[src/rtl/uart_cmd_pkg.sv]
// rtl/uart_cmd_pkg.sv - shared types and constants for the UART command controller
// Purpose: FSM state encoding, the single legal command opcode and the error codes
//          reported on err_code.
// Ports:   none (package).
package uart_cmd_pkg;

    typedef enum logic [2:0] {
        HUNT,
        CMD,
        ADDR,
        LEN,
        PAYLOAD,
        CHK,
        COMMIT
    } state_t;

    localparam logic [7:0] CMD_WRITE = 8'h01;

    localparam logic [1:0] ERR_CHK = 2'd1;
    localparam logic [1:0] ERR_FMT = 2'd2;
    localparam logic [1:0] ERR_TMO = 2'd3;

endpackage

[src/rtl/uart_cmd_ctrl_if.sv]
// rtl/uart_cmd_ctrl_if.sv - byte-source and register-write bundle of the command controller
// Purpose: groups the receiver byte input, the register write strobe and the status outputs.
// Ports:   master - byte source / register-file side (drives rx_data, rx_valid)
//          slave  - the controller (drives write strobe, pkt_ok, pkt_err, err_code, busy)
interface uart_cmd_ctrl_if;
    logic [7:0] rx_data;
    logic       rx_valid;
    logic       reg_wr_en;
    logic [7:0] reg_wr_addr;
    logic [7:0] reg_wr_data;
    logic       pkt_ok;
    logic       pkt_err;
    logic [1:0] err_code;
    logic       busy;

    modport master (
        output rx_data, rx_valid,
        input  reg_wr_en, reg_wr_addr, reg_wr_data, pkt_ok, pkt_err, err_code, busy
    );

    modport slave (
        input  rx_data, rx_valid,
        output reg_wr_en, reg_wr_addr, reg_wr_data, pkt_ok, pkt_err, err_code, busy
    );
endinterface

[src/rtl/uart_cmd_buf.sv]
// rtl/uart_cmd_buf.sv - payload staging buffer for the UART command controller
// Purpose: DEPTH x 8 register array holding a packet's payload until its checksum is known.
// Ports:   clk                 - clock
//          wr_en_i/wr_addr_i/wr_data_i - synchronous write port
//          rd_addr_i/rd_data_o - combinational read port
module uart_cmd_buf #(
    parameter int DEPTH = 16,
    parameter int AW    = 4
) (
    input  logic          clk,
    input  logic          wr_en_i,
    input  logic [AW-1:0] wr_addr_i,
    input  logic [7:0]    wr_data_i,
    input  logic [AW-1:0] rd_addr_i,
    output logic [7:0]    rd_data_o
);

    logic [7:0] mem_q [DEPTH];

    always_ff @(posedge clk) begin
        if (wr_en_i) begin
            mem_q[wr_addr_i] <= wr_data_i;
        end
    end

    assign rd_data_o = mem_q[rd_addr_i];

endmodule

[src/rtl/uart_cmd_ctrl.sv]
// rtl/uart_cmd_ctrl.sv - packet framer, checksum verifier and register-write sequencer
// Purpose: frames SYNC/CMD/ADDR/LEN/payload/CHK packets from the receiver byte stream,
//          buffers the payload and replays it as register writes once the XOR checksum
//          matches; aborts on bad opcode/length, bad checksum or inter-byte timeout.
// Ports:   clk - clock
//          rst - synchronous active-high reset
//          bus - uart_cmd_ctrl_if.slave: rx_data/rx_valid in; reg_wr_*, pkt_ok, pkt_err,
//                err_code, busy out (all registered)
module uart_cmd_ctrl #(
    parameter logic [7:0]  SYNC_BYTE      = 8'hA5,
    parameter int          MAX_LEN        = 16,
    parameter logic [19:0] TIMEOUT_CYCLES = 20'd312510
) (
    input logic            clk,
    input logic            rst,
    uart_cmd_ctrl_if.slave bus
);
    import uart_cmd_pkg::*;

    localparam int         AW        = (MAX_LEN > 1) ? $clog2(MAX_LEN) : 1;
    localparam logic [7:0] MAX_LEN_B = 8'(MAX_LEN);

    state_t      state_q, state_d;
    logic        rx_valid_q;
    logic        stb_q;
    logic [7:0]  data_q;
    logic [7:0]  addr_q, addr_d;
    logic [7:0]  len_q, len_d;
    logic [7:0]  idx_q, idx_d;
    logic [7:0]  xor_q, xor_d;
    logic [19:0] tmo_q, tmo_d;
    logic        wr_en_q, wr_en_d;
    logic [7:0]  wr_addr_q, wr_addr_d;
    logic [7:0]  wr_data_q, wr_data_d;
    logic        ok_q, ok_d;
    logic        err_q, err_d;
    logic [1:0]  code_q, code_d;
    logic        busy_q;

    logic        byte_stb;
    logic        counting;
    logic        tmo_hit;
    logic        abort;
    logic [1:0]  abort_code;
    logic        buf_we;
    logic [7:0]  buf_rd;

    // The receiver level and byte are registered first; the strobe is the registered
    // rising edge, so the FSM sees a byte one cycle after rx_valid rises.
    assign byte_stb = stb_q;

    uart_cmd_buf #(
        .DEPTH (MAX_LEN),
        .AW    (AW)
    ) u_buf (
        .clk       (clk),
        .wr_en_i   (buf_we),
        .wr_addr_i (idx_q[AW-1:0]),
        .wr_data_i (data_q),
        .rd_addr_i (idx_q[AW-1:0]),
        .rd_data_o (buf_rd)
    );

    always_ff @(posedge clk) begin
        if (rst) begin
            state_q    <= HUNT;
            rx_valid_q <= 1'b0;
            stb_q      <= 1'b0;
            data_q     <= '0;
            addr_q     <= '0;
            len_q      <= '0;
            idx_q      <= '0;
            xor_q      <= '0;
            tmo_q      <= '0;
            wr_en_q    <= 1'b0;
            wr_addr_q  <= '0;
            wr_data_q  <= '0;
            ok_q       <= 1'b0;
            err_q      <= 1'b0;
            code_q     <= '0;
            busy_q     <= 1'b0;
        end else begin
            state_q    <= state_d;
            rx_valid_q <= bus.rx_valid;
            stb_q      <= bus.rx_valid & ~rx_valid_q;
            data_q     <= bus.rx_data;
            addr_q     <= addr_d;
            len_q      <= len_d;
            idx_q      <= idx_d;
            xor_q      <= xor_d;
            tmo_q      <= tmo_d;
            wr_en_q    <= wr_en_d;
            wr_addr_q  <= wr_addr_d;
            wr_data_q  <= wr_data_d;
            ok_q       <= ok_d;
            err_q      <= err_d;
            code_q     <= code_d;
            busy_q     <= (state_d != HUNT);
        end
    end

    always_comb begin
        state_d    = state_q;
        addr_d     = addr_q;
        len_d      = len_q;
        idx_d      = idx_q;
        xor_d      = xor_q;
        wr_en_d    = 1'b0;
        wr_addr_d  = wr_addr_q;
        wr_data_d  = wr_data_q;
        ok_d       = 1'b0;
        err_d      = 1'b0;
        code_d     = code_q;
        buf_we     = 1'b0;
        abort      = 1'b0;
        abort_code = ERR_FMT;

        counting = (state_q == CMD) || (state_q == ADDR) || (state_q == LEN) ||
                   (state_q == PAYLOAD) || (state_q == CHK);
        // A byte arriving on the expiry cycle clears the counter instead of timing out.
        tmo_d    = (counting && !byte_stb) ? tmo_q + 20'd1 : 20'd0;
        tmo_hit  = counting && !byte_stb && (tmo_q == TIMEOUT_CYCLES);

        if (tmo_hit) begin
            abort      = 1'b1;
            abort_code = ERR_TMO;
        end else begin
            case (state_q)
                HUNT: begin
                    idx_d = '0;
                    xor_d = '0;
                    if (byte_stb && data_q == SYNC_BYTE) begin
                        state_d = CMD;
                    end
                end
                CMD: begin
                    if (byte_stb) begin
                        if (data_q == CMD_WRITE) begin
                            xor_d   = xor_q ^ data_q;
                            state_d = ADDR;
                        end else begin
                            abort = 1'b1;
                        end
                    end
                end
                ADDR: begin
                    if (byte_stb) begin
                        addr_d  = data_q;
                        xor_d   = xor_q ^ data_q;
                        state_d = LEN;
                    end
                end
                LEN: begin
                    if (byte_stb) begin
                        len_d = data_q;
                        xor_d = xor_q ^ data_q;
                        if (data_q > MAX_LEN_B) begin
                            abort = 1'b1;
                        end else if (data_q == 8'd0) begin
                            state_d = CHK;
                        end else begin
                            state_d = PAYLOAD;
                        end
                    end
                end
                PAYLOAD: begin
                    if (byte_stb) begin
                        buf_we = 1'b1;
                        xor_d  = xor_q ^ data_q;
                        idx_d  = idx_q + 8'd1;
                        if (idx_q == len_q - 8'd1) begin
                            idx_d   = '0;
                            state_d = CHK;
                        end
                    end
                end
                CHK: begin
                    if (byte_stb) begin
                        if (data_q == xor_q) begin
                            idx_d   = '0;
                            state_d = COMMIT;
                        end else begin
                            abort      = 1'b1;
                            abort_code = ERR_CHK;
                        end
                    end
                end
                COMMIT: begin
                    // One write per cycle; the cycle after the last write raises pkt_ok.
                    if (idx_q != len_q) begin
                        wr_en_d   = 1'b1;
                        wr_addr_d = addr_q + idx_q;
                        wr_data_d = buf_rd;
                        idx_d     = idx_q + 8'd1;
                    end else begin
                        ok_d    = 1'b1;
                        state_d = HUNT;
                    end
                end
                default: state_d = HUNT;
            endcase
        end

        if (abort) begin
            err_d   = 1'b1;
            code_d  = abort_code;
            state_d = HUNT;
        end
    end

    assign bus.reg_wr_en   = wr_en_q;
    assign bus.reg_wr_addr = wr_addr_q;
    assign bus.reg_wr_data = wr_data_q;
    assign bus.pkt_ok      = ok_q;
    assign bus.pkt_err     = err_q;
    assign bus.err_code    = code_q;
    assign bus.busy        = busy_q;

endmodule

[src/flat_wrapper.sv]
// flat-port wrapper written by rule: the top's interface ports become plain ports
module uart_cmd_ctrl_flat import uart_cmd_pkg::*;
#(
    parameter logic [7:0]  SYNC_BYTE      = 8'hA5,
    parameter int          MAX_LEN        = 16,
    parameter logic [19:0] TIMEOUT_CYCLES = 20'd312510
)
  (clk, rst, bus_rx_data, bus_rx_valid, bus_reg_wr_en, bus_reg_wr_addr, bus_reg_wr_data, bus_pkt_ok, bus_pkt_err, bus_err_code, bus_busy);
  uart_cmd_ctrl_if bus_i ();
  input logic clk;
  input logic rst;
  input wire logic [$bits(bus_i.rx_data)-1:0] bus_rx_data;
  input wire logic [$bits(bus_i.rx_valid)-1:0] bus_rx_valid;
  output wire logic [$bits(bus_i.reg_wr_en)-1:0] bus_reg_wr_en;
  output wire logic [$bits(bus_i.reg_wr_addr)-1:0] bus_reg_wr_addr;
  output wire logic [$bits(bus_i.reg_wr_data)-1:0] bus_reg_wr_data;
  output wire logic [$bits(bus_i.pkt_ok)-1:0] bus_pkt_ok;
  output wire logic [$bits(bus_i.pkt_err)-1:0] bus_pkt_err;
  output wire logic [$bits(bus_i.err_code)-1:0] bus_err_code;
  output wire logic [$bits(bus_i.busy)-1:0] bus_busy;
  assign bus_i.rx_data = bus_rx_data;
  assign bus_i.rx_valid = bus_rx_valid;
  assign bus_reg_wr_en = bus_i.reg_wr_en;
  assign bus_reg_wr_addr = bus_i.reg_wr_addr;
  assign bus_reg_wr_data = bus_i.reg_wr_data;
  assign bus_pkt_ok = bus_i.pkt_ok;
  assign bus_pkt_err = bus_i.pkt_err;
  assign bus_err_code = bus_i.err_code;
  assign bus_busy = bus_i.busy;
  uart_cmd_ctrl #(.SYNC_BYTE(SYNC_BYTE), .MAX_LEN(MAX_LEN), .TIMEOUT_CYCLES(TIMEOUT_CYCLES)) u_core (.clk(clk), .rst(rst), .bus(bus_i));
endmodule
[config.mk]
export PLATFORM = sky130hd
export DESIGN_NAME = uart_cmd_ctrl_flat
export DESIGN_NICKNAME = d
export VERILOG_FILES = /design/src/rtl/uart_cmd_pkg.sv /design/src/rtl/uart_cmd_ctrl_if.sv /design/src/rtl/uart_cmd_buf.sv /design/src/rtl/uart_cmd_ctrl.sv /design/src/flat_wrapper.sv
export SDC_FILE = /design/constraint.sdc
export NUM_CORES = 1
export LEC_CHECK = 0
export ABC_AREA = 1
export BUFFER_PORTS_ARGS = -buffer_cell sky130_fd_sc_hd__buf_2
export CAP_MARGIN = 20
export CORE_MARGIN = 2
export CORE_UTILIZATION = 60
export DETAILED_ROUTE_END_ITERATION = 12
export PLACE_DENSITY = 0.74
export SLEW_MARGIN = 5
export SYNTH_ARGS = -nofsm -noshare
export SYNTH_HDL_FRONTEND = slang
export SYNTH_SLANG_ARGS = --single-unit
[constraint.sdc]
create_clock -name clk -period 2.32 [get_ports clk]
set_input_delay 0.464 -clock clk [delete_from_list [all_inputs] [get_ports clk]]
set_output_delay 0.464 -clock clk [all_outputs]
set_load 0.1 [all_outputs]
; Word-level counts from Yosys, hierarchy flattened
; Memories as Yosys holds them, arrays and structs flattened. A register that Yosys moved wholly into a read port is not among the register bits.
; Index checks and enable logic that the tools add are counted.
[totals]
reg_bits = 79
latch_bits = 0
mem_bits_rw = 128
mem_bits_ro = 0
inputBits = 11
output_inout_bits = 22
elab_cells = 112
memories = 1
[classes]
add_sub_neg = 4
multipliers = 0
div = 0
n_lt_le_gt_ge = 1
n_eq_ne = 19
shifts = 0
mux = 45
bitwise = 6
reduce_logical = 21
[mem_list]
columns = memory, words, width, read_ports, rd_clocked_by_memory_dff, wr, line_no
row1 = u_core.u_buf.mem_q, 16, 8, 1, 1, 1, uart_cmd_buf.sv:18  ; logic [7:0] mem_q [DEPTH];
[ops]
columns = op, n
row1 = $mux 8, 8
row2 = $mux 3, 13
row3 = $pmux 8 s4, 1
row4 = $pmux 8 s3, 1
row5 = $pmux 3 s7, 1
row6 = $add 20x1->20 const B, 1
row7 = $eq 20x19->1 const B, 1
row8 = $eq 8x8->1, 2
row9 = $mux 1, 16
row10 = $ne 2x1->1 const B, 5
row11 = $eq 3x3->1 const B, 3
row12 = $reduce_and 3->1, 3
row13 = $add 8x1->8 const B, 1
row14 = $add 8x8->8, 1
row15 = $eq 8x1->1 const B, 1
row16 = $eq 8x8->1 const B, 1
row17 = $gt 8x5->1 const B, 1
row18 = $logic_not 8->1, 1
row19 = $mux 2, 4
row20 = $ne 8x8->1, 1
row21 = $sub 8x1->8 const B, 1
row22 = $xor 8x8->8, 1
row23 = $eq 3x2->1 const B, 2
row24 = $reduce_and 6->1, 1
row25 = 14 further kinds, 25

; Logic depth before layout (Yosys ltp)
[logic_depth]
word_depth = 10
depth_mapped = 14
ltp_nobuf = 14

; Modules after synthesis
; Synthesis repeated with hierarchy kept, for this count alone.
[hier_totals]
cells_unflattened = 1193
hier_area_um2 = 10157.2
[by_module_without_submodules]
columns = mod, instances, cells_each, area_per_inst_um2, seq_area_each_um2
row1 = uart_cmd_buf, 1, 543, 5606.6, 3843.7
row2 = uart_cmd_ctrl, 1, 650, 4550.6, 1741.7

; Worst setup path after synthesis
; OpenSTA, ideal clock, no wires.
[synth_path]
path_kind = register to register
start = register u_core.idx_q[1]
end = register u_core.wr_addr_q[6] (netlist: u_core.bus.reg_wr_addr[6])
setup_time_ns = 0.071
t_arrival_ns = 2.001
required_time_ns = 2.249
setup_slack_ns = 0.248
path_stages_with_launch = 11
path_buffers = 2
synth_period_minus_slack_ns = 2.072
path_cell_list = dfxtp_1 buf_2 inv_2 clkbuf_1 fa_1 o21ai_0 nand2_1 a21oi_1 nor2_1 xor2_1 a21oi_1
[synth_between]
elab_chain_len = 2
elab_cells_between_ends = 3
classes_between = add/sub (1) / eq/ne (1) / reduce/logical (1)
[synth_rtl]
columns = item, line_no
row1 = "start, declared", uart_cmd_ctrl.sv:29  ; logic [7:0] idx_q, idx_d;
row2 = "start signal, assigned", uart_cmd_ctrl.sv:89  ; idx_q <= idx_d;
row3 = "parallel branches: the longest is 2 deep, another holds $add 8x8->8", -
row4 = "end signal, assigned", uart_cmd_ctrl.sv:93  ; wr_addr_q <= wr_addr_d;
row5 = "end, declared", uart_cmd_ctrl.sv:33  ; logic [7:0] wr_addr_q, wr_addr_d;
; Parallel ways; which one is timed is not known.
; A chain may end at the register's enable or synchronous reset.

; Final worst setup path
[layout_path]
start = register u_core.state_q[2]
end = memory u_core.u_buf.mem_q[5][6] (enable)
[layout_between]
elab_chain_len = 10
elab_cells_between_ends = 15
classes_between = eq/ne (5) / mux (4) / reduce/logical (6)
[layout_rtl]
columns = item, line_no
row1 = "start, declared", uart_cmd_ctrl.sv:23  ; state_t state_q, state_d;
row2 = "start signal, assigned", uart_cmd_ctrl.sv:83  ; state_q <= state_d;
row3 = $eq 3x1->1 / $eq 3x2->1 (equally long branches), uart_cmd_ctrl.sv:118  ; counting = (state_q == CMD) || (state_q == ADDR) || (state_q == LEN) ||
row4 = $logic_or 1x1->1 (3 in series), uart_cmd_ctrl.sv:118
row5 = $logic_or 1x1->1, uart_cmd_ctrl.sv:119  ; (state_q == PAYLOAD) || (state_q == CHK);
row6 = $logic_and 1x1->1 (2 in series), uart_cmd_ctrl.sv:122  ; tmo_hit = counting && !byte_stb && (tmo_q == TIMEOUT_CYCLES);
row7 = $mux 1 *, uart_cmd_ctrl.sv:124  ; if (tmo_hit) begin
row8 = $mux 1 *, uart_cmd_buf.sv:21  ; if (wr_en_i) begin
row9 = $mux 1 (implied by the code) *, uart_cmd_buf.sv:22  ; mem_q[wr_addr_i] <= wr_data_i;
row10 = "end, declared", uart_cmd_buf.sv:18
; Mark *: on every way between the ends. The rest lies on a longest branch, timed or not.

==> results.cfg <==
[run_status]
outcome = finished, final reports clean

[critical_path]
crit_fanout = 8
cp-end-kind = flop
reg2regPathDepth = 7
setup.worst_path.class = flop to flop
worstReg2RegStart = u_core.state_q[2]$_SDFF_PP0_
required_ns = 2.54
rrSetupSlack_ns = 0.15
setup.worst_path.start_class = flop
arrival_ns = 2.39
startpoint = u_core.state_q[2]$_SDFF_PP0_
r2r_end = u_core.u_buf.mem_q[5][6]$_DFFE_PP_

[clock_network]
cts_hold_repair.buffers = 0
clk_latency_ns = 0.52
numCtsBuffers = 23
clock-sinks = 215
clockBufferDepth = 3
h-tree-depth = 1
clkTransAtPathRegs_ns = 0.06
post_cts_buffers = 0
cts_tree = yes
root_buffer = clkbuf_16

[power]
p_per_area_nw_per_um2 = 723
clkPwrFrac = 0.465
leakage_nw = 4.17
p_sw_mw = 1.61
combPwrFrac = 0.018
internal_power_mw = 6.24
vdd_drop_max_v = 0.000612
pwr-share-seq = 0.517
switching_share = 0.205

[grt]
grt_max_degree = 68
grt_pass1_vias = 6715
grt_pass1_wl_um = 34900
antenna_found_initial = 0
track_usage = 0.267
overflow = 0

[hold_path]
hold_class = input pin to flop
min_from = bus_rx_data[1]
hold_depth = 3
min_to = u_core.data_q[1]$_SDFF_PP0_

[die]
ioPinCount = 33
placementRows = 46
dieArea_um2 = 16900
coreArea_um2 = 15700
initial_core_util = 0.606
die_w_um = 130
die_h_um = 130

[final_layout]
fin_nets = 1127
diodes = 0
stdcell_area_um2 = 10900
drive_gt1_frac = 0.130
area_growth_pct = 14.1
finish.utilization = 0.691

[drt]
drt-wirelength-per-cell_um = 16.5
first_pass_iters = 6
drt_iter0_drc = 842
vias = 7464
drtAntennaViolNets = 0
via_per_inst = 5.60
wirelength_um = 22000
drcViolationCount = 0

[synthesis]
synth_nets = 1070
synthDistinctLibCells = 39
syn_area_um2 = 9520
muxShareOfSynthArea = 0
synth_xor_area_frac = 0.0156
synth-seq-cells = 215
synth_compound_area_frac = 0.129
synth_cells = 1044
synthAdderAreaFrac = 0.0205
synth_edf_count = 128
yosysTopAreaCell = edfxtp_1
synthSimpleGateAreaFrac = 0.192
ys_warn_count = 0
ys_seq_area_frac = 0.587
async_reset_ff_frac = 0
synth_top_area_share = 0.404
synth.avg_cell_area_um2 = 9.12
synth_flop_cell = edfxtp_1
synthTopCellsByArea = edfxtp_1 40%, dfxtp_1 18%, nand2_1 8.2%
synth_top_family_by_area = simple AND/OR/NAND/NOR gates

[placement]
gp_congestion = 0.907
io_buffers = 32
hpwlAfterDp_um = 14600
dp_slack_ns = 0.109
post_dp_cell_area_um2 = 10100

[sta]
final.period_utilization = 0.933
hold_violations = 0
slew_headroom = 0.556
worst_slew_pin_slew_ns = 0.664
period_needed_ns = 2.17
fin_worst_skew_ns = 0.0143
fin_setup_tns_ns = 0
finalSetupViolCount = 0
timing.final.ws_setup_ns = 0.155
rsz0062_at_grt = no
max_freq_ghz = 0.462
drv_slew = 0

[flow_run]
max-cap-violations = 0
## critical path: stages (launching register included)
cell,delay (ns)
dfxtp_1,0.44
nand2_1,0.18
nor2_2,0.28
inv_1,0.11
nor2_2,0.23
nand2_1,0.26
nor2_1,0.18
buf_4,0.19
## synth_stat cells (2+ instances only)
cell / number
edfxtp_1: 128
nor2_1: 146
a31oi_1: 8
nor2_2: 5
inv_2: 9
inv_1: 84
o21ai_0: 105
nand2_2: 6
clkbuf_1: 24
nor3_1: 10
nor4_1: 2
nand3b_1: 2
xor2_1: 11
nand2_1: 207
nand4_1: 7
nor3_2: 2
o21a_1: 2
a21oi_1: 67
nand3_2: 3
clkinv_1: 2
ha_1: 14
nor2_4: 5
nand3_1: 34
a211oi_1: 9
buf_2: 14
o211ai_1: 2
o22ai_1: 33
dfxtp_1: 87
xnor2_1: 6
## per-layer routing
metal / vias up / GRT usage / share of wire
li1: 3649 / - / -
met1: 3404 / 0.395 / 0.44
met2: 365 / 0.403 / 0.45
met3: 46 / 0.0537 / 0.093
met4: 0 / 0.0822 / 0.025
met5: - / 0 / 0
## cells by family after synthesis
family          count (synthesis)
simple gates                  434
flops                         215
xor+xnor                       17
buf+inv                       135
compound gates                228
fa+ha+maj                      15
## state kept, by name, indices dropped and copies added, names as in the netlist
signal / count
u_core.addr_q: 8
u_core.bus.busy: 1
u_core.bus.err_code: 2
u_core.bus.pkt_err: 1
u_core.bus.pkt_ok: 1
u_core.bus.reg_wr_addr: 8
u_core.bus.reg_wr_data: 8
u_core.bus.reg_wr_en: 1
u_core.byte_stb: 1
u_core.data_q: 8
u_core.idx_q: 8
u_core.len_q: 8
u_core.rx_valid_q: 1
u_core.state_q: 3
u_core.tmo_q: 20
u_core.u_buf.mem_q: 128
u_core.xor_q: 8
## power by group through the flow
| stage | registers [mW] | clock network, mW | logic [mW] |
|---|---|---|---|
| floorplan | 4.15 | 0 | 0.0534 |
| global placement | 4.14 | 0 | 0.141 |
| detailed placement | 4.14 | 0 | 0.142 |
| CTS | 4.06 | 3.70 | 0.144 |
| global route | 4.06 | 3.85 | 0.159 |
| finish | 4.06 | 3.65 | 0.143 |
## timing repair
item | in CTS | in global routing
resized for setup | 0 | 1
setup endpoints to repair | 0 | 33
hold endpoints to repair | 0 | 0
## placed cells by master, fill, tap and decap left out, types with 4 or more instances in the layout
cell        count
nand2_1       207
ha_1           14
buf_2          32
a31oi_1         8
edfxtp_1      128
nor2_2          6
clkinvlp_4      4
nor3_1         10
o22ai_1        33
a21oi_1        67
clkinv_2        7
nand3_1        34
inv_2          10
nor2_1        145
inv_1          83
a211oi_1        9
nand4_1         7
o21ai_0       105
nor2_4          5
dfxtp_1        86
xnor2_1         6
clkbuf_16      24
xor2_1         11
buf_4          38
nand2_2         6
## area by class of cell
cell class,count,area [um^2]
clock buffer,28,626
clock inverter,14,144
fill,1209,4860
inverter,96,362
multi-input combinational,694,3400
sequential,215,5590
tap,216,270
timing repair buffer,71,465
## through the flow
stage / power [mW] / cells / hold WS [ns]
floorplan: 4.21 / 1044 / 0.373
global placement: 4.28 / 1292 / 0.381
detailed placement: 4.28 / 1292 / 0.386
CTS: 7.90 / 1334 / 0.137
global route: 8.07 / 1334 / 0.150
finish: 7.85 / 1334 / 0.147
## worst max-delay path by stage
stage | end | slack (ns)
2_1_floorplan | u_core.bus.reg_wr_addr[6]$_SDFFE_PP0P_ | 0.25
3_3_place_gp | u_core.u_buf.mem_q[11][6]$_DFFE_PP_ | 0.25
3_5_place_dp | u_core.u_buf.mem_q[5][7]$_DFFE_PP_ | 0.11
4_1_cts | u_core.u_buf.mem_q[5][6]$_DFFE_PP_ | 0.09
5_1_grt | u_core.u_buf.mem_q[5][6]$_DFFE_PP_ | 0.08
6_report | u_core.u_buf.mem_q[5][6]$_DFFE_PP_ | 0.15
Power figures use the tool's default switching activity.
